`src/rtl/ysyx_24110015_axi_pkg.sv`:
```
// Shared types and address map for the memory-side AXI-lite crossbar.
// Select, response and FSM state encodings live here.
package ysyx_24110015_axi_pkg;

  localparam logic [31:0] UART_BASE = 32'ha000_03f8;
  localparam logic [31:0] UART_MASK = 32'hffff_fff8;
  localparam logic [31:0] SRAM_BASE = 32'h8000_0000;
  localparam logic [31:0] SRAM_MASK = 32'hf800_0000;

  localparam logic [1:0] RESP_OKAY   = 2'b00;
  localparam logic [1:0] RESP_DECERR = 2'b11;

  typedef enum logic [1:0] {
    SEL_SRAM,
    SEL_UART,
    SEL_ERR
  } sel_e;

  typedef enum logic [1:0] {
    R_IDLE,
    R_ADDR,
    R_WAIT,
    R_RESP
  } rstate_e;

  typedef enum logic [1:0] {
    W_IDLE,
    W_FWD,
    W_WAIT,
    W_RESP
  } wstate_e;

endpackage

```
`src/rtl/axi_lite_if.sv`:
```
// AXI-lite bundle: 32-bit address/data, 4-bit strobe, 2-bit response.
// master drives requests, slave drives readies and responses.
interface axi_lite_if;
  logic        awvalid;
  logic        awready;
  logic [31:0] awaddr;
  logic        wvalid;
  logic        wready;
  logic [31:0] wdata;
  logic [3:0]  wstrb;
  logic        bvalid;
  logic        bready;
  logic [1:0]  bresp;
  logic        arvalid;
  logic        arready;
  logic [31:0] araddr;
  logic        rvalid;
  logic        rready;
  logic [31:0] rdata;
  logic [1:0]  rresp;

  modport master (
    output awvalid, awaddr, wvalid, wdata, wstrb,
    output bready, arvalid, araddr, rready,
    input  awready, wready, bvalid, bresp,
    input  arready, rvalid, rdata, rresp
  );

  modport slave (
    input  awvalid, awaddr, wvalid, wdata, wstrb,
    input  bready, arvalid, araddr, rready,
    output awready, wready, bvalid, bresp,
    output arready, rvalid, rdata, rresp
  );
endinterface

```
`src/rtl/ysyx_24110015_Reg.sv`:
```
// Generic enable register with asynchronous active-low reset.
// Used for every latched field of the crossbar.
module ysyx_24110015_Reg #(
  parameter int               WIDTH     = 1,
  parameter logic [WIDTH-1:0] RESET_VAL = '0
) (
  input  logic             clk,
  input  logic             rst,
  input  logic [WIDTH-1:0] din,
  output logic [WIDTH-1:0] dout,
  input  logic             wen
);

  always_ff @(posedge clk or negedge rst) begin
    if (!rst) begin
      dout <= RESET_VAL;
    end else if (wen) begin
      dout <= din;
    end
  end

endmodule

```
`src/rtl/ysyx_24110015_addr_decode.sv`:
```
// Address to slave select. UART and SRAM windows are disjoint;
// anything outside both maps to the internal error responder.
module ysyx_24110015_addr_decode
  import ysyx_24110015_axi_pkg::*;
(
  input  logic [31:0] addr,
  output sel_e        sel
);

  logic uart_hit;
  logic sram_hit;

  assign uart_hit = (addr & UART_MASK) == UART_BASE;
  assign sram_hit = (addr & SRAM_MASK) == SRAM_BASE;

  always_comb begin
    sel = SEL_ERR;
    unique case (1'b1)
      uart_hit: sel = SEL_UART;
      sram_hit: sel = SEL_SRAM;
      default:  sel = SEL_ERR;
    endcase
  end

endmodule

```
`src/rtl/ysyx_24110015_axi_xbar.sv`:
```
// AXI-lite 1-to-2 crossbar: core master to SRAM and UART slaves.
// Independent read/write FSMs, one transaction each, fully registered.
module ysyx_24110015_axi_xbar
  import ysyx_24110015_axi_pkg::*;
(
  input  logic       clk,
  input  logic       rst,
  axi_lite_if.slave  up,
  axi_lite_if.master sram,
  axi_lite_if.master uart
);

  // readies stay low for the first cycle after reset release
  logic live_q, live_d;

  rstate_e     r_q, r_d;
  sel_e        ar_sel, rsel_q;
  logic [1:0]  rsel_raw;
  logic [31:0] araddr_q, rdata_q, rdata_d;
  logic [1:0]  rresp_q, rresp_d;
  logic        ar_hs, rcap;
  logic        s_arready, s_rvalid;
  logic [31:0] s_rdata;
  logic [1:0]  s_rresp;

  wstate_e     w_q, w_d;
  sel_e        aw_sel, wsel_q;
  logic [1:0]  wsel_raw;
  logic [31:0] awaddr_q, wdata_q, aw_cur;
  logic [3:0]  wstrb_q;
  logic [1:0]  bresp_q, bresp_d;
  logic        aw_got_q, aw_got_d, w_got_q, w_got_d;
  logic        aw_done_q, aw_done_d, w_done_q, w_done_d;
  logic        aw_hs, w_hs, both, sel_wen, bcap;
  logic        s_awready, s_wready, s_bvalid;
  logic [1:0]  s_bresp;
  logic        s_awvalid, s_wvalid, s_aw_hs, s_w_hs;

  always_ff @(posedge clk or negedge rst) begin
    if (!rst) begin
      live_q    <= 1'b0;
      r_q       <= R_IDLE;
      w_q       <= W_IDLE;
      aw_got_q  <= 1'b0;
      w_got_q   <= 1'b0;
      aw_done_q <= 1'b0;
      w_done_q  <= 1'b0;
    end else begin
      live_q    <= live_d;
      r_q       <= r_d;
      w_q       <= w_d;
      aw_got_q  <= aw_got_d;
      w_got_q   <= w_got_d;
      aw_done_q <= aw_done_d;
      w_done_q  <= w_done_d;
    end
  end

  ysyx_24110015_addr_decode u_rdec (
    .addr (up.araddr),
    .sel  (ar_sel)
  );

  assign ar_hs  = up.arvalid & up.arready;
  assign rsel_q = sel_e'(rsel_raw);

  assign s_arready = (rsel_q == SEL_UART) ? uart.arready : sram.arready;
  assign s_rvalid  = (rsel_q == SEL_UART) ? uart.rvalid  : sram.rvalid;
  assign s_rdata   = (rsel_q == SEL_UART) ? uart.rdata   : sram.rdata;
  assign s_rresp   = (rsel_q == SEL_UART) ? uart.rresp   : sram.rresp;

  always_comb begin
    live_d  = 1'b1;
    r_d     = r_q;
    rcap    = 1'b0;
    rdata_d = '0;
    rresp_d = RESP_DECERR;
    unique case (r_q)
      R_IDLE: begin
        if (ar_hs) begin
          if (ar_sel == SEL_ERR) begin
            r_d  = R_RESP;
            rcap = 1'b1;
          end else begin
            r_d = R_ADDR;
          end
        end
      end
      R_ADDR: if (s_arready) r_d = R_WAIT;
      R_WAIT: begin
        if (s_rvalid) begin
          r_d     = R_RESP;
          rcap    = 1'b1;
          rdata_d = s_rdata;
          rresp_d = s_rresp;
        end
      end
      R_RESP:  if (up.rready) r_d = R_IDLE;
      default: r_d = R_IDLE;
    endcase
  end

  ysyx_24110015_Reg #(.WIDTH(32)) u_araddr (
    .clk (clk), .rst (rst), .din (up.araddr),
    .dout (araddr_q), .wen (ar_hs)
  );
  ysyx_24110015_Reg #(.WIDTH(2)) u_rsel (
    .clk (clk), .rst (rst), .din (ar_sel),
    .dout (rsel_raw), .wen (ar_hs)
  );
  ysyx_24110015_Reg #(.WIDTH(32)) u_rdata (
    .clk (clk), .rst (rst), .din (rdata_d),
    .dout (rdata_q), .wen (rcap)
  );
  ysyx_24110015_Reg #(.WIDTH(2)) u_rresp (
    .clk (clk), .rst (rst), .din (rresp_d),
    .dout (rresp_q), .wen (rcap)
  );

  assign up.arready   = live_q & (r_q == R_IDLE);
  assign up.rvalid    = (r_q == R_RESP);
  assign up.rdata     = rdata_q;
  assign up.rresp     = rresp_q;
  assign sram.arvalid = (r_q == R_ADDR) & (rsel_q == SEL_SRAM);
  assign uart.arvalid = (r_q == R_ADDR) & (rsel_q == SEL_UART);
  assign sram.rready  = (r_q == R_WAIT) & (rsel_q == SEL_SRAM);
  assign uart.rready  = (r_q == R_WAIT) & (rsel_q == SEL_UART);
  assign sram.araddr  = araddr_q;
  assign uart.araddr  = araddr_q;

  // decode the address as it will be held at the next edge
  assign aw_cur = aw_got_q ? awaddr_q : up.awaddr;

  ysyx_24110015_addr_decode u_wdec (
    .addr (aw_cur),
    .sel  (aw_sel)
  );

  assign aw_hs  = up.awvalid & up.awready;
  assign w_hs   = up.wvalid & up.wready;
  assign both   = (aw_got_q | aw_hs) & (w_got_q | w_hs);
  assign wsel_q = sel_e'(wsel_raw);

  assign s_awready = (wsel_q == SEL_UART) ? uart.awready : sram.awready;
  assign s_wready  = (wsel_q == SEL_UART) ? uart.wready  : sram.wready;
  assign s_bvalid  = (wsel_q == SEL_UART) ? uart.bvalid  : sram.bvalid;
  assign s_bresp   = (wsel_q == SEL_UART) ? uart.bresp   : sram.bresp;

  assign s_awvalid = (w_q == W_FWD) & ~aw_done_q;
  assign s_wvalid  = (w_q == W_FWD) & ~w_done_q;
  assign s_aw_hs   = s_awvalid & s_awready;
  assign s_w_hs    = s_wvalid & s_wready;

  always_comb begin
    w_d       = w_q;
    aw_got_d  = aw_got_q | aw_hs;
    w_got_d   = w_got_q | w_hs;
    aw_done_d = aw_done_q;
    w_done_d  = w_done_q;
    sel_wen   = 1'b0;
    bcap      = 1'b0;
    bresp_d   = RESP_DECERR;
    unique case (w_q)
      W_IDLE: begin
        if (both) begin
          sel_wen = 1'b1;
          if (aw_sel == SEL_ERR) begin
            w_d  = W_RESP;
            bcap = 1'b1;
          end else begin
            w_d = W_FWD;
          end
        end
      end
      W_FWD: begin
        aw_done_d = aw_done_q | s_aw_hs;
        w_done_d  = w_done_q | s_w_hs;
        if (aw_done_d & w_done_d) begin
          w_d       = W_WAIT;
          aw_done_d = 1'b0;
          w_done_d  = 1'b0;
        end
      end
      W_WAIT: begin
        if (s_bvalid) begin
          w_d     = W_RESP;
          bcap    = 1'b1;
          bresp_d = s_bresp;
        end
      end
      W_RESP: begin
        if (up.bready) begin
          w_d      = W_IDLE;
          aw_got_d = 1'b0;
          w_got_d  = 1'b0;
        end
      end
      default: w_d = W_IDLE;
    endcase
  end

  ysyx_24110015_Reg #(.WIDTH(32)) u_awaddr (
    .clk (clk), .rst (rst), .din (up.awaddr),
    .dout (awaddr_q), .wen (aw_hs)
  );
  ysyx_24110015_Reg #(.WIDTH(32)) u_wdata (
    .clk (clk), .rst (rst), .din (up.wdata),
    .dout (wdata_q), .wen (w_hs)
  );
  ysyx_24110015_Reg #(.WIDTH(4)) u_wstrb (
    .clk (clk), .rst (rst), .din (up.wstrb),
    .dout (wstrb_q), .wen (w_hs)
  );
  ysyx_24110015_Reg #(.WIDTH(2)) u_wsel (
    .clk (clk), .rst (rst), .din (aw_sel),
    .dout (wsel_raw), .wen (sel_wen)
  );
  ysyx_24110015_Reg #(.WIDTH(2)) u_bresp (
    .clk (clk), .rst (rst), .din (bresp_d),
    .dout (bresp_q), .wen (bcap)
  );

  assign up.awready   = live_q & (w_q == W_IDLE) & ~aw_got_q;
  assign up.wready    = live_q & (w_q == W_IDLE) & ~w_got_q;
  assign up.bvalid    = (w_q == W_RESP);
  assign up.bresp     = bresp_q;
  assign sram.awvalid = s_awvalid & (wsel_q == SEL_SRAM);
  assign uart.awvalid = s_awvalid & (wsel_q == SEL_UART);
  assign sram.wvalid  = s_wvalid & (wsel_q == SEL_SRAM);
  assign uart.wvalid  = s_wvalid & (wsel_q == SEL_UART);
  assign sram.bready  = (w_q == W_WAIT) & (wsel_q == SEL_SRAM);
  assign uart.bready  = (w_q == W_WAIT) & (wsel_q == SEL_UART);
  assign sram.awaddr  = awaddr_q;
  assign uart.awaddr  = awaddr_q;
  assign sram.wdata   = wdata_q;
  assign uart.wdata   = wdata_q;
  assign sram.wstrb   = wstrb_q;
  assign uart.wstrb   = wstrb_q;

endmodule

```
`src/flat_wrapper.sv`:
```
// flat-port wrapper written by rule: the top's interface ports become plain ports
module ysyx_24110015_axi_xbar_flat import ysyx_24110015_axi_pkg::*;
  (clk, rst, up_awvalid, up_awaddr, up_wvalid, up_wdata, up_wstrb, up_bready, up_arvalid, up_araddr, up_rready, up_awready, up_wready, up_bvalid, up_bresp, up_arready, up_rvalid, up_rdata, up_rresp, sram_awvalid, sram_awaddr, sram_wvalid, sram_wdata, sram_wstrb, sram_bready, sram_arvalid, sram_araddr, sram_rready, sram_awready, sram_wready, sram_bvalid, sram_bresp, sram_arready, sram_rvalid, sram_rdata, sram_rresp, uart_awvalid, uart_awaddr, uart_wvalid, uart_wdata, uart_wstrb, uart_bready, uart_arvalid, uart_araddr, uart_rready, uart_awready, uart_wready, uart_bvalid, uart_bresp, uart_arready, uart_rvalid, uart_rdata, uart_rresp);
  axi_lite_if up_i ();
  axi_lite_if sram_i ();
  axi_lite_if uart_i ();
  input  logic clk;
  input  logic rst;
  input wire logic [$bits(up_i.awvalid)-1:0] up_awvalid;
  input wire logic [$bits(up_i.awaddr)-1:0] up_awaddr;
  input wire logic [$bits(up_i.wvalid)-1:0] up_wvalid;
  input wire logic [$bits(up_i.wdata)-1:0] up_wdata;
  input wire logic [$bits(up_i.wstrb)-1:0] up_wstrb;
  input wire logic [$bits(up_i.bready)-1:0] up_bready;
  input wire logic [$bits(up_i.arvalid)-1:0] up_arvalid;
  input wire logic [$bits(up_i.araddr)-1:0] up_araddr;
  input wire logic [$bits(up_i.rready)-1:0] up_rready;
  output wire logic [$bits(up_i.awready)-1:0] up_awready;
  output wire logic [$bits(up_i.wready)-1:0] up_wready;
  output wire logic [$bits(up_i.bvalid)-1:0] up_bvalid;
  output wire logic [$bits(up_i.bresp)-1:0] up_bresp;
  output wire logic [$bits(up_i.arready)-1:0] up_arready;
  output wire logic [$bits(up_i.rvalid)-1:0] up_rvalid;
  output wire logic [$bits(up_i.rdata)-1:0] up_rdata;
  output wire logic [$bits(up_i.rresp)-1:0] up_rresp;
  output wire logic [$bits(sram_i.awvalid)-1:0] sram_awvalid;
  output wire logic [$bits(sram_i.awaddr)-1:0] sram_awaddr;
  output wire logic [$bits(sram_i.wvalid)-1:0] sram_wvalid;
  output wire logic [$bits(sram_i.wdata)-1:0] sram_wdata;
  output wire logic [$bits(sram_i.wstrb)-1:0] sram_wstrb;
  output wire logic [$bits(sram_i.bready)-1:0] sram_bready;
  output wire logic [$bits(sram_i.arvalid)-1:0] sram_arvalid;
  output wire logic [$bits(sram_i.araddr)-1:0] sram_araddr;
  output wire logic [$bits(sram_i.rready)-1:0] sram_rready;
  input wire logic [$bits(sram_i.awready)-1:0] sram_awready;
  input wire logic [$bits(sram_i.wready)-1:0] sram_wready;
  input wire logic [$bits(sram_i.bvalid)-1:0] sram_bvalid;
  input wire logic [$bits(sram_i.bresp)-1:0] sram_bresp;
  input wire logic [$bits(sram_i.arready)-1:0] sram_arready;
  input wire logic [$bits(sram_i.rvalid)-1:0] sram_rvalid;
  input wire logic [$bits(sram_i.rdata)-1:0] sram_rdata;
  input wire logic [$bits(sram_i.rresp)-1:0] sram_rresp;
  output wire logic [$bits(uart_i.awvalid)-1:0] uart_awvalid;
  output wire logic [$bits(uart_i.awaddr)-1:0] uart_awaddr;
  output wire logic [$bits(uart_i.wvalid)-1:0] uart_wvalid;
  output wire logic [$bits(uart_i.wdata)-1:0] uart_wdata;
  output wire logic [$bits(uart_i.wstrb)-1:0] uart_wstrb;
  output wire logic [$bits(uart_i.bready)-1:0] uart_bready;
  output wire logic [$bits(uart_i.arvalid)-1:0] uart_arvalid;
  output wire logic [$bits(uart_i.araddr)-1:0] uart_araddr;
  output wire logic [$bits(uart_i.rready)-1:0] uart_rready;
  input wire logic [$bits(uart_i.awready)-1:0] uart_awready;
  input wire logic [$bits(uart_i.wready)-1:0] uart_wready;
  input wire logic [$bits(uart_i.bvalid)-1:0] uart_bvalid;
  input wire logic [$bits(uart_i.bresp)-1:0] uart_bresp;
  input wire logic [$bits(uart_i.arready)-1:0] uart_arready;
  input wire logic [$bits(uart_i.rvalid)-1:0] uart_rvalid;
  input wire logic [$bits(uart_i.rdata)-1:0] uart_rdata;
  input wire logic [$bits(uart_i.rresp)-1:0] uart_rresp;
  assign up_i.awvalid = up_awvalid;
  assign up_i.awaddr = up_awaddr;
  assign up_i.wvalid = up_wvalid;
  assign up_i.wdata = up_wdata;
  assign up_i.wstrb = up_wstrb;
  assign up_i.bready = up_bready;
  assign up_i.arvalid = up_arvalid;
  assign up_i.araddr = up_araddr;
  assign up_i.rready = up_rready;
  assign up_awready = up_i.awready;
  assign up_wready = up_i.wready;
  assign up_bvalid = up_i.bvalid;
  assign up_bresp = up_i.bresp;
  assign up_arready = up_i.arready;
  assign up_rvalid = up_i.rvalid;
  assign up_rdata = up_i.rdata;
  assign up_rresp = up_i.rresp;
  assign sram_awvalid = sram_i.awvalid;
  assign sram_awaddr = sram_i.awaddr;
  assign sram_wvalid = sram_i.wvalid;
  assign sram_wdata = sram_i.wdata;
  assign sram_wstrb = sram_i.wstrb;
  assign sram_bready = sram_i.bready;
  assign sram_arvalid = sram_i.arvalid;
  assign sram_araddr = sram_i.araddr;
  assign sram_rready = sram_i.rready;
  assign sram_i.awready = sram_awready;
  assign sram_i.wready = sram_wready;
  assign sram_i.bvalid = sram_bvalid;
  assign sram_i.bresp = sram_bresp;
  assign sram_i.arready = sram_arready;
  assign sram_i.rvalid = sram_rvalid;
  assign sram_i.rdata = sram_rdata;
  assign sram_i.rresp = sram_rresp;
  assign uart_awvalid = uart_i.awvalid;
  assign uart_awaddr = uart_i.awaddr;
  assign uart_wvalid = uart_i.wvalid;
  assign uart_wdata = uart_i.wdata;
  assign uart_wstrb = uart_i.wstrb;
  assign uart_bready = uart_i.bready;
  assign uart_arvalid = uart_i.arvalid;
  assign uart_araddr = uart_i.araddr;
  assign uart_rready = uart_i.rready;
  assign uart_i.awready = uart_awready;
  assign uart_i.wready = uart_wready;
  assign uart_i.bvalid = uart_bvalid;
  assign uart_i.bresp = uart_bresp;
  assign uart_i.arready = uart_arready;
  assign uart_i.rvalid = uart_rvalid;
  assign uart_i.rdata = uart_rdata;
  assign uart_i.rresp = uart_rresp;
  ysyx_24110015_axi_xbar u_core (.clk(clk), .rst(rst), .up(up_i), .sram(sram_i), .uart(uart_i));
endmodule
```
`config.mk`:
```
export PLATFORM = sky130hd
export DESIGN_NAME = ysyx_24110015_axi_xbar_flat
export DESIGN_NICKNAME = d
export VERILOG_FILES = /design/src/rtl/ysyx_24110015_axi_pkg.sv /design/src/rtl/axi_lite_if.sv /design/src/rtl/ysyx_24110015_Reg.sv /design/src/rtl/ysyx_24110015_addr_decode.sv /design/src/rtl/ysyx_24110015_axi_xbar.sv /design/src/flat_wrapper.sv
export SDC_FILE = /design/constraint.sdc
export NUM_CORES = 1
export LEC_CHECK = 0
export CAP_MARGIN = 30
export CELL_PAD_IN_SITES_DETAIL_PLACEMENT = 1
export CELL_PAD_IN_SITES_GLOBAL_PLACEMENT = 1
export CORE_AREA = 3 3 171 173
export DETAILED_ROUTE_END_ITERATION = 10
export DIE_AREA = 0 0 174 176
export PLACE_DENSITY_LB_ADDON = 0.15
export SLEW_MARGIN = 20
export SYNTH_ARGS = -nofsm -noshare
export SYNTH_HDL_FRONTEND = slang
export SYNTH_SLANG_ARGS = --single-unit
export TNS_END_PERCENT = 100
```
`constraint.sdc`:
```
create_clock -name clk -period 5.7 [get_ports clk]
set_input_delay 0.855 -clock clk [delete_from_list [all_inputs] [get_ports clk]]
set_output_delay 0.855 -clock clk [all_outputs]
set_load 0.02 [all_outputs]
```
## Word-level counts from Yosys, hierarchy flattened

Index checks and enable logic that the tools add are counted.
Widths: inputs -> output; s select.

| cells by class | value |
|---|---|
| eq/ne operators | 22 |
| mux-type cells | 45 |
| bitwise logic cells | 31 |
| reduce and logical (&&, ||, !) cells | 6 |

Operator list:

| operator | number |
|---|---|
| $mux 32 | 4 |
| $eq 29x29->1 const B | 2 |
| $mux 2 | 16 |
| $and 1x1->1 | 23 |
| $mux 1 | 19 |
| $pmux 2 s4 | 2 |
| $eq 2x2->1 const B | 6 |
| $eq 5x5->1 const B | 2 |
| $ne 2x1->1 const B | 5 |
| $eq 2x1->1 const B | 4 |
| $logic_not 2->1 | 4 |
| $pmux 2 s2 | 2 |
| $reduce_and 4->1 | 2 |
| $ne 2x2->1 const B | 3 |
| $not 1->1 | 4 |
| $or 1x1->1 | 4 |
| $pmux 1 s2 | 2 |

| storage, ports and cells | value |
|---|---|
| bits in registers | 149 |
| bits of input ports | 189 |
| word-level logic and storage cells | 120 |

## Logic depth before layout (Yosys ltp)

Gate-level depths: netlist of run 1.

| depth | value |
|---|---|
| depth in word-level cells | 8 |
| depth in mapped cells | 8 |
| gate-level depth less buffers | 7 |

## Hierarchy

Synthesis of run 1 repeated with hierarchy kept, for this count alone.

| second synthesis, totals | value |
|---|---|
| cells, all modules | 670 |
| area, all modules | 8491.9 µm² |

By module, submodules not included:

| module | instances | cells an instance | area an instance (µm²) | sequential area each (µm²) |
|---|---|---|---|---|
| ysyx_24110015_Reg at u_core.u_araddr ... | 4 | 68 | 1345.0 | 800.8 |
| ysyx_24110015_axi_xbar | 1 | 348 | 2456.1 | 225.2 |
| ysyx_24110015_Reg at u_core.u_bresp ... | 4 | 4 | 72.6 | 50.0 |
| ysyx_24110015_addr_decode | 2 | 13 | 110.1 | 0.0 |
| ysyx_24110015_Reg at u_core.u_wstrb | 1 | 8 | 145.1 | 100.1 |

## Worst setup path after synthesis of run 1

No wires, ideal clock.

| timing | value |
|---|---|
| path type | input-to-reg |
| start | input up_araddr[12] |
| end | register u_core.u_rdata.dout[17] |
| library setup time | 78 ps |
| arrival time | 2317 ps |
| required time | 5622 ps |
| path slack | 3304 ps |
| cell stages on the path | 6 |
| buffers on the path | 1 |
| cell sequence | or4_4 > nor4_4 > a21oi_2 > a21boi_4 > buf_6 > o2bb2ai_2 |

| on the way | value |
|---|---|
| cells in the longest elaborated chain, start to end | 6 |

RTL lines:

| element | line | text |
|---|---|---|
| from (decl) | flat_wrapper.sv:16 | `input wire logic [$bits(up_i.araddr)-1:0] up_araddr;` |
| $eq 29x29->1 | ysyx_24110015_addr_decode.sv:13 | `assign uart_hit = (addr & UART_MASK) == UART_BASE;` |
| $pmux 2 s2 | ysyx_24110015_addr_decode.sv:18 | `unique case (1'b1)` |
| $eq 2x2->1 | ysyx_24110015_axi_xbar.sv:81 | `if (ar_sel == SEL_ERR) begin` |
| $mux 1 | ysyx_24110015_axi_xbar.sv:81 |  |
| $mux 1 | ysyx_24110015_axi_xbar.sv:80 | `if (ar_hs) begin` |
| $pmux 1 s2 | ysyx_24110015_axi_xbar.sv:78 | `unique case (r_q)` |
| to (signal assigned) | ysyx_24110015_Reg.sv:18 | `dout <= din;` |
| to (decl) | ysyx_24110015_Reg.sv:10 | `output logic [WIDTH-1:0] dout,` |

Every way passes these cells.
A chain may end at the register's enable or synchronous reset.

## Worst setup path after layout of run 1

| timing | value |
|---|---|
| start | register u_core.u_rsel.dout[1] |
| end | output uart_rready |

| on the way | value |
|---|---|
| cells in the longest elaborated chain, start to end | 2 |

RTL lines:

| element | line | text |
|---|---|---|
| from (decl) | ysyx_24110015_Reg.sv:10 |  |
| from (signal assigned) | ysyx_24110015_Reg.sv:18 |  |
| $eq 2x1->1 | ysyx_24110015_axi_xbar.sv:127 | `assign uart.rready = (r_q == R_WAIT) & (rsel_q == SEL_UART);` |
| $and 1x1->1 | ysyx_24110015_axi_xbar.sv:127 |  |
| to (decl) | flat_wrapper.sv:51 | `output wire logic [$bits(uart_i.rready)-1:0] uart_rready;` |

Every way passes these cells.

==> results.cfg, run 1 <==
[yosys]
async_reset_ff_share_pct = 100
syn_area_um2 = 7390
synth_ff_type = dfrtp_1
yosysWarnings = 0
synth_cell_types = 48
synthesis.nets = 782
synth-seq-cells = 149
ys_seq_area_share_pct = 50.4
synth_edf_count = 0
syn-instance-count = 583
syn_avg_cell_area_um2 = 12.7

[floorplanning]
core_area_um2 = 27800
dieWidth_um = 174
fp-row-count = 61
initial_utilization_pct = 26.6
ios = 440
fp.dieH_um = 176
dieArea_um2 = 30600

[timing]
hold_violations = 0
fin_setup_tns_ps = 0
setup_slack_ps = 2500
holdWs_ps = 418
setup_violations = 0
rsz0062_at_grt = no
post-route-period-util_pct = 56.1
clock_skew_ps = 14.7
fmax_mhz = 313
maxSlewHeadroom_pct = 41.8
period_minus_slack_ps = 3200
slew_violations = 0
tightest_slew_ps = 872

[setup_path]
crit_path_top_delay_cell = clkdlybuf4s50_1
criticalPathCategory = reg -> out
crit_family = buffers and inverters
endpoint_kind = output pin
path_cells = nor2b_4, buf_4, and2_1, clkdlybuf4s50_1
cp-start-kind = register
cp.required_ps = 4850
cp_slowest_stage_delay_ps = 630
crit_arrival_ps = 2340
cp_num_buf_inv = 2
crit_fanout = 40

[routing]
post-route-drc-count = 0
num_vias = 5765
vias_per_cell = 4.38
drt-pass1-iter-count = 4
drt_iter0_drc = 167
routed_wirelength_mm = 26.0
ant_nets = 0
avgRoutedWirePerCell_um = 19.8

[flow_run]
max_cap_viol_count = 0

[grt]
grt_pass1_vias = 6661
grt_pass1_wl_mm = 39.6
grt_max_degree = 70
antenna_found_initial = 0
grt_util_all_layers_pct = 16.7
overflow = 0

[placed_design]
gp_congestion = 0.749
hpwl_mm = 20.2
port_buffers = 439
place_ws_ps = 2550

[outcome]
status = finished clean

[layout]
layout_commonest_cell = clkdlybuf4s50_1
n_antenna_cell = 0
fill_cells = 2965
num-nets-final = 1123
syn_to_final_growth_pct = 63.4
final_cell_mix = 438 x clkdlybuf4s50_1, 149 x dfrtp_1, 102 x mux2_2
drive_gt1_share_pct = 17.1

[power_and_ir_drop]
leakagePower_uw = 0.00479
p_per_area_nw_per_um2 = 589
max-vdd-ir-drop_uv = 286

[clock_tree]
cts_buffers = 17
clock_path_buffers = 2
ctsHoldBuffers = 0
post_cts_buffers = 0
htree_levels = 4
cts_sinks = 149
cts_root_buf = clkbuf_16
cts_tree = done
cts_resized = 0
clk_pin_slew_ps = 70
clock_latency_ps = 420

[worst_hold_path]
hold_path_class = in -> async
[cells by family after synthesis]
kind of cell             after synthesis  synth area share, %
multiplexers                         144                 21.2
flip-flops                           149                 50.4
buffers and inverters                133                 12.2
adder cells (fa/ha/maj)               10                 1.69
AO/OA/AOI/OAI                         65                 7.75
AND/OR/NAND/NOR                       81                 6.70
other                                  1               0.0507
[worst reg2reg max path: cells and delay by family (launching register included)]
| kind | cells | cell delay [ps] |
|---|---|---|
| flip-flops | 1 | 430 |
| AO/OA/AOI/OAI | 2 | 450 |
| multiplexers | 1 | 320 |
| buffers and inverters | 3 | 1330 |
| AND/OR/NAND/NOR | 2 | 250 |
[layout make-up]
type / count / area [µm²] / share of cell area [%]
clock inverters: 14 / 184 / 1.52
inverters: 9 / 33.8 / 0.280
multi-input cells: 301 / 2780 / 23.0
flip-flops and latches: 149 / 3730 / 30.9
repair buffers: 446 / 4450 / 36.8
clock buffers: 18 / 439 / 3.64
well taps: 378 / 473 / 3.91
[path summary, 6_finish.rpt]
path,start,to,slack [ps],cells after the start
min in group clk,u_core.u_rdata.dout[0],u_core.u_rdata.dout[0],490,1
setup / recovery,u_core.u_rsel.dout[1],uart_rready,2500,4
hold reg to reg,u_core.u_rdata.dout[0],u_core.u_rdata.dout[0],490,1
setup reg to reg,u_core.u_rsel.dout[1],u_core.u_rdata.dout[12],2840,8
max in group asynchronous,rst,u_core.u_rdata.dout[25],4200,2
hold / removal,rst,u_core.u_awaddr.dout[18],420,1
[per-stage QoR]
step           cells  util, %  total power, µW  instance area (µm²)
5_1_grt         1315     43.5             7510                12100
3_5_place_dp    1283     41.2             5990                11500
3_3_place_gp    1283     41.2             5970                11500
2_1_floorplan    583        -             4280                 7390
6_report        1315     43.5             7110                12100
4_1_cts         1315     43.5             7240                12100
[power by group]
group	switching, µW	leakage [µW]	internal [µW]
Clock	505	0.000304	681
Sequential	477	0.00182	1560
Combinational	1880	0.00267	2010
[flip-flops by register name (all words and copies together) (netlist names)]
signal                flops
u_core.live_q             1
u_core.u_awaddr.dout     32
u_core.u_araddr.dout     32
u_core.u_wdata.dout      32
u_core.u_wstrb.dout       4
u_core.u_rdata.dout      32
u_core.u_wsel.dout        2
u_core.u_bresp.dout       2
u_core.w_q                2
u_core.u_rsel.dout        2
u_core.w_got_q            1
u_core.w_done_q           1
u_core.u_rresp.dout       2
u_core.aw_done_q          1
u_core.r_q                2
u_core.aw_got_q           1
[per-layer routing]
layer  share of wire [%]  track usage [%]
met1                  38             18.7
met2                  55             31.3
met3                 5.3             4.71
met4                 1.0             3.75
met5                   0                0
[cell usage after synthesis, types with 4 or more instances]
cell type | instances | area, µm²
a21oi_1 | 12 | 60.1
and2_1 | 4 | 25.0
buf_1 | 6 | 22.5
buf_4 | 100 | 751
clkbuf_1 | 13 | 48.8
dfrtp_1 | 149 | 3730
ha_1 | 10 | 125
inv_1 | 9 | 33.8
mux2_2 | 102 | 1150
mux2i_1 | 42 | 420
nand2_1 | 12 | 45.0
nand2b_1 | 8 | 50.1
nor2_1 | 12 | 45.0
nor2b_1 | 8 | 50.1
nor3_1 | 5 | 25.0
nor4_1 | 5 | 31.3
nor4b_1 | 6 | 52.6
o2bb2ai_1 | 22 | 193
o2bb2ai_2 | 10 | 150
Power figures use the tool's default switching activity.
==> run 2, diff against run 1 <==
--- a/config.mk
+++ b/config.mk
@@ -8,9 +8,9 @@
 export CAP_MARGIN = 30
 export CELL_PAD_IN_SITES_DETAIL_PLACEMENT = 1
 export CELL_PAD_IN_SITES_GLOBAL_PLACEMENT = 1
-export CORE_AREA = 3 3 171 173
+export CORE_AREA = 3 3 172 174
 export DETAILED_ROUTE_END_ITERATION = 10
-export DIE_AREA = 0 0 174 176
+export DIE_AREA = 0 0 175 177
 export PLACE_DENSITY_LB_ADDON = 0.15
 export SLEW_MARGIN = 20
 export SYNTH_ARGS = -nofsm -noshare
==> constraint.sdc (replaced) <==
create_clock -name clk -period 3.3 [get_ports clk]
set_input_delay 0.495 -clock clk [delete_from_list [all_inputs] [get_ports clk]]
set_output_delay 0.495 -clock clk [all_outputs]
set_load 0.02 [all_outputs]
==> run 2 against run 1 <==
Clock power increased by 73%. Register-to-register slack got worse by 1600 ps. First-iteration DRC count decreased by 20%. Via count decreased by 0.14%. Power increased by 73%. Global-route usage decreased by 0.16 points. Utilization about the same. Wire length decreased by 0.20%. Combinational power increased by 73%. Sequential share of layout area decreased by 0.14 points.
==> results.cfg, run 2 (synthesized netlist as in run 1, its figures left out) <==
[outcome]
status = finished clean

[setup_path]
crit_path_top_delay_cell = clkdlybuf4s50_1
cp_slowest_stage_delay_ps = 650
crit_fanout = 18
path_cells = nor2b_4, buf_4, and2_1, clkdlybuf4s50_1
cp_num_buf_inv = 2
crit_family = buffers and inverters
reg2reg_to = u_core.u_araddr.dout[1]
ff2ff_setup_slack_ps = 1230
rr_startpoint = u_core.r_q[1]
cp.required_ps = 2800
crit_arrival_ps = 2200
endpoint_kind = output pin
worstRegToRegCells = 5
criticalPathCategory = reg -> out
cp-start-kind = register

[floorplanning]
dieWidth_um = 175
ios = 440
fp-row-count = 61
fp.dieH_um = 177
initial_utilization_pct = 26.5
dieArea_um2 = 31000
core_area_um2 = 27900

[power_and_ir_drop]
netSwitchingPower_uw = 4950
p_clk_share_pct = 16.7
combPwrFrac_pct = 54.7
sw_frac_of_total_pct = 40.2
p_int_uw = 7350
max-vdd-ir-drop_uv = 497
pwr-share-seq_pct = 28.6
p_per_area_nw_per_um2 = 1010
leakagePower_uw = 0.00482

[timing]
setup_slack_ps = 604
setup_violations = 0
period_minus_slack_ps = 2700
hold_violations = 0
holdWs_ps = 80.8
tightest_slew_ps = 708
fmax_mhz = 371
slew_violations = 0
post-route-period-util_pct = 81.7
maxSlewHeadroom_pct = 52.8
rsz0062_at_grt = no
clock_skew_ps = 14.1
fin_setup_tns_ps = 0

[placed_design]
port_buffers = 439
gp_congestion = 0.715
hpwl_mm = 20.5
post-place-cells = 1286
place_ws_ps = 604

[layout]
syn_to_final_growth_pct = 64.1
instances_no_fill = 1318
drive_gt1_share_pct = 17.3
fill_cells = 2993
n_antenna_cell = 0
final_cell_mix = 438 x clkdlybuf4s50_1, 149 x dfrtp_1, 102 x mux2_2
layout_commonest_cell = clkdlybuf4s50_1
num-nets-final = 1126

[clock_tree]
post_cts_buffers = 0
cts_sinks = 149
cts_buffers = 17
clock_path_buffers = 2
cts_root_buf = clkbuf_16
cts_tree = done
clock_latency_ps = 420
clk_pin_slew_ps = 70
htree_levels = 4
cts_resized = 0
ctsHoldBuffers = 0

[routing]
avgRoutedWirePerCell_um = 19.7
post-route-drc-count = 0
vias_per_cell = 4.37
drt_iter0_drc = 134
num_vias = 5757
ant_nets = 0
routed_wirelength_mm = 26.0
drt-pass1-iter-count = 6

[grt]
overflow = 0
grt_util_all_layers_pct = 16.5
grt_pass1_wl_mm = 39.6
grt_pass1_vias = 6601
antenna_found_initial = 0
grt_max_degree = 72

[worst_hold_path]
hold_path_class = in -> async

[flow_run]
max_cap_viol_count = 0
run 2: changes by cell type in the layout (fill, tap and decap cells not counted):
cell,previous run,this run
buf_12,0,2
clkinv_8,1,3
inv_8,5,2
buf_4,7,8
inv_6,2,3
run 2: layout make-up:
class                   instances  area (µm²)  area share (%)
multi-input cells             301        2780            22.9
well taps                     378         473            3.90
clock buffers                  18         439            3.62
repair buffers                449        4500            37.0
flip-flops and latches        149        3730            30.7
clock inverters                14         191            1.58
inverters                       9        33.8           0.278
run 2: worst max path at each step:
stage,from,end,slack [ps],depth (start not counted)
2_1_floorplan,u_core.w_q[0],u_core.u_wdata.dout[10],1240,7
3_3_place_gp,up_awaddr[23],u_core.w_q[1],620,6
3_5_place_dp,up_awaddr[23],u_core.u_bresp.dout[1],600,6
4_1_cts,u_core.u_rsel.dout[1],uart_arvalid,540,4
5_1_grt,u_core.w_q[1],sram_wvalid,470,5
6_report,u_core.u_rsel.dout[1],uart_arvalid,600,4
run 2: layer usage:
| layer | vias up | GRT usage, % | part of all wire [%] |
|---|---|---|---|
| met3 | 14 | 4.27 | 5.4 |
| met1 | 2873 | 18.8 | 38 |
| met2 | 206 | 30.9 | 55 |
| met4 | 0 | 3.76 | 0.82 |
| met5 | - | 0 | 0 |
| li1 | 2664 | - | - |
run 2: power by group through the flow:
stage	logic (µW)	clock network [µW]	registers, µW
after floorplan	3090	0	4290
after global placement	6780	0	3550
after detailed placement	6810	0	3550
after CTS	6840	2130	3550
after global routing	7100	2220	3670
final	6730	2060	3510
run 2: metrics by stage:
| stage | util, % | power [µW] | instance area [µm²] |
|---|---|---|---|
| floorplan | - | 7380 | 7390 |
| global placement | 41.2 | 10300 | 11500 |
| detailed placement | 41.2 | 10400 | 11500 |
| CTS | 43.4 | 12500 | 12100 |
| global route | 43.4 | 13000 | 12100 |
| finish | 43.4 | 12300 | 12100 |
==> run 3, diff against run 2 <==
--- a/config.mk
+++ b/config.mk
@@ -8,9 +8,9 @@
 export CAP_MARGIN = 30
 export CELL_PAD_IN_SITES_DETAIL_PLACEMENT = 1
 export CELL_PAD_IN_SITES_GLOBAL_PLACEMENT = 1
-export CORE_AREA = 3 3 172 174
+export CORE_MARGIN = 3
+export CORE_UTILIZATION = 25
 export DETAILED_ROUTE_END_ITERATION = 10
-export DIE_AREA = 0 0 175 177
 export PLACE_DENSITY_LB_ADDON = 0.15
 export SLEW_MARGIN = 20
 export SYNTH_ARGS = -nofsm -noshare
==> constraint.sdc (replaced) <==
create_clock -name clk -period 2.2 [get_ports clk]
set_input_delay 0.33 -clock clk [delete_from_list [all_inputs] [get_ports clk]]
set_output_delay 0.33 -clock clk [all_outputs]
set_load 0.02 [all_outputs]
==> run 3 against run 2 <==
Sequential power is 50% higher. Cell count is 1.2% higher. Non-clock buffer count is 10 higher. Clock skew is 0.64 ps higher. Cell area is 0.53% higher. Clock power is 41% higher. Global-route usage is 0.83 points lower. Critical endpoint is now sram_awvalid.
==> results.cfg, run 3 (synthesized netlist as in run 1, its figures left out) <==
[outcome]
status = finished clean

[routing]
post-route-drc-count = 0
vias_per_cell = 4.36
num_vias = 5817
drt-pass1-iter-count = 4
ant_nets = 0
avgRoutedWirePerCell_um = 19.3
drt_iter0_drc = 163
routed_wirelength_mm = 25.7

[setup_path]
cp_slowest_stage_delay_ps = 410
crit_path_top_delay_cell = dfrtp_1
ff2ff_setup_slack_ps = 260
startpoint = u_core.w_q[1]
worstRegToRegCells = 7
crit_fanout = 6
rr_startpoint = u_core.w_q[0]
criticalPathCategory = reg -> out
cp.required_ps = 1870
endpoint_kind = output pin
path_cells = inv_1, ha_2, nand2b_1, nor3_1, clkdlybuf4s15_2
reg2reg_to = u_core.u_bresp.dout[0]
crit_arrival_ps = 1750
cp-start-kind = register

[clock_tree]
cts_tree = done
cts_buffers = 17
post_cts_buffers = 0
clock_path_buffers = 2
clock_latency_ps = 420
clk_pin_slew_ps = 70
htree_levels = 4
cts_sinks = 149
cts_root_buf = clkbuf_16

[timing]
holdWs_ps = 435
slew_violations = 0
clock_skew_ps = 14.8
rsz0062_at_grt = no
hold_violations = 0
fmax_mhz = 482
maxSlewHeadroom_pct = 66.8
setup_violations = 0
post-route-period-util_pct = 94.4
period_minus_slack_ps = 2080
tightest_slew_ps = 492

[power_and_ir_drop]
combPwrFrac_pct = 55.4
leakagePower_uw = 0.00491
netSwitchingPower_uw = 7380
p_per_area_nw_per_um2 = 1500
p_int_uw = 10900
finalPower_uw = 18300
pwr-share-seq_pct = 28.8
sw_frac_of_total_pct = 40.3
p_clk_share_pct = 15.9
max-vdd-ir-drop_uv = 699

[grt]
grt_pass1_vias = 6499
antenna_found_initial = 1
overflow = 0
grt_max_degree = 50
grt_pass1_wl_mm = 38.1
grt_util_all_layers_pct = 15.7

[flow_run]
max_cap_viol_count = 0

[floorplanning]
initial_utilization_pct = 25.6
dieArea_um2 = 31700
dieWidth_um = 178
core_area_um2 = 28900
ios = 440
fp.dieH_um = 178
fp-row-count = 62

[placed_design]
post-place-cells = 1301
place_area_um2 = 11600
gp_congestion = 0.731
port_buffers = 439
hpwl_mm = 20.1

[layout]
drive_gt1_share_pct = 18.6
syn_to_final_growth_pct = 65.0
layout_commonest_cell = clkdlybuf4s50_1
instances_no_fill = 1334
final_cell_mix = 425 x clkdlybuf4s50_1, 149 x dfrtp_1, 102 x mux2_2
num-nets-final = 1136
fill_cells = 3054
n_antenna_cell = 0
postLayoutCellArea_um2 = 12200

[worst_hold_path]
hold_path_class = in -> async
## run 3: cell types whose count changed in the layout (fill, tap and decap cells not counted), moves of 2 or more
cell	delta
dlygate4sd2_1	+6
clkinv_2	+2
clkbuf_2	+4
buf_4	+4
clkinv_8	-3
clkdlybuf4s50_1	-13
buf_12	+5
## run 3: critical path, delay by kind of cell (launching register included)
family | cells | cell delay, ps
buf+inv | 2 | 410
flops | 1 | 410
simple gates | 2 | 270
fa+ha+maj | 1 | 240
## run 3: how the worst max path moves through the flow
stage	end	cells past startpoint	slack [ps]
after floorplan	u_core.u_wdata.dout[10]	7	140
after global placement	u_core.u_rresp.dout[0]	7	-250
after detailed placement	u_core.u_rdata.dout[6]	7	-270
after CTS	sram_rready	4	0.3
after global routing	sram_arvalid	4	4
final	sram_awvalid	5	120
## run 3: per-layer routing
metal / share of wire, % / vias to the layer above / track usage [%] / wire, µm
met5: 0.027 / - / 0 / 7
met1: 39 / 2912 / 18.5 / 10100
met2: 54 / 204 / 28.2 / 13800
li1: - / 2682 / - / -
met4: 1.1 / 2 / 3.66 / 286
met3: 5.7 / 17 / 4.19 / 1460
## run 3: cell type report
type	instances	area [µm²]	area share [%]
inverter	9	33.8	0.277
clock inverter	14	143	1.17
timing repair buffer	459	4610	37.8
multi-input combinational	301	2780	22.8
sequential	149	3730	30.6
tap	384	480	3.94
clock buffer	18	429	3.52
## run 3: repair_timing
item / in CTS / in global routing
gates resized for setup: 18 / 12
gates cloned: 0 / 0
setup endpoints to repair: 13 / 9
endpoints found under the hold margin: 45 / 0
hold buffers: 1 / 0
## run 3: power by group through the flow
| stage | clock network, µW | logic [µW] | registers, µW |
|---|---|---|---|
| 5_1_grt | 3140 | 10700 | 5500 |
| 3_5_place_dp | 0 | 10200 | 5320 |
| 2_1_floorplan | 0 | 4640 | 6440 |
| 6_report | 2900 | 10100 | 5260 |
| 4_1_cts | 3020 | 10300 | 5330 |
| 3_3_place_gp | 0 | 10200 | 5320 |
## run 3: stage by stage
stage / util, % / setup WS (ps) / TNS (ps)
after floorplan: - / 143 / 0
after global placement: 40.2 / -251 / -8280
after detailed placement: 40.2 / -270 / -9120
after CTS: 42.2 / 0.329 / 0
after global routing: 42.2 / 4.28 / 0
final: 42.2 / 123 / 0
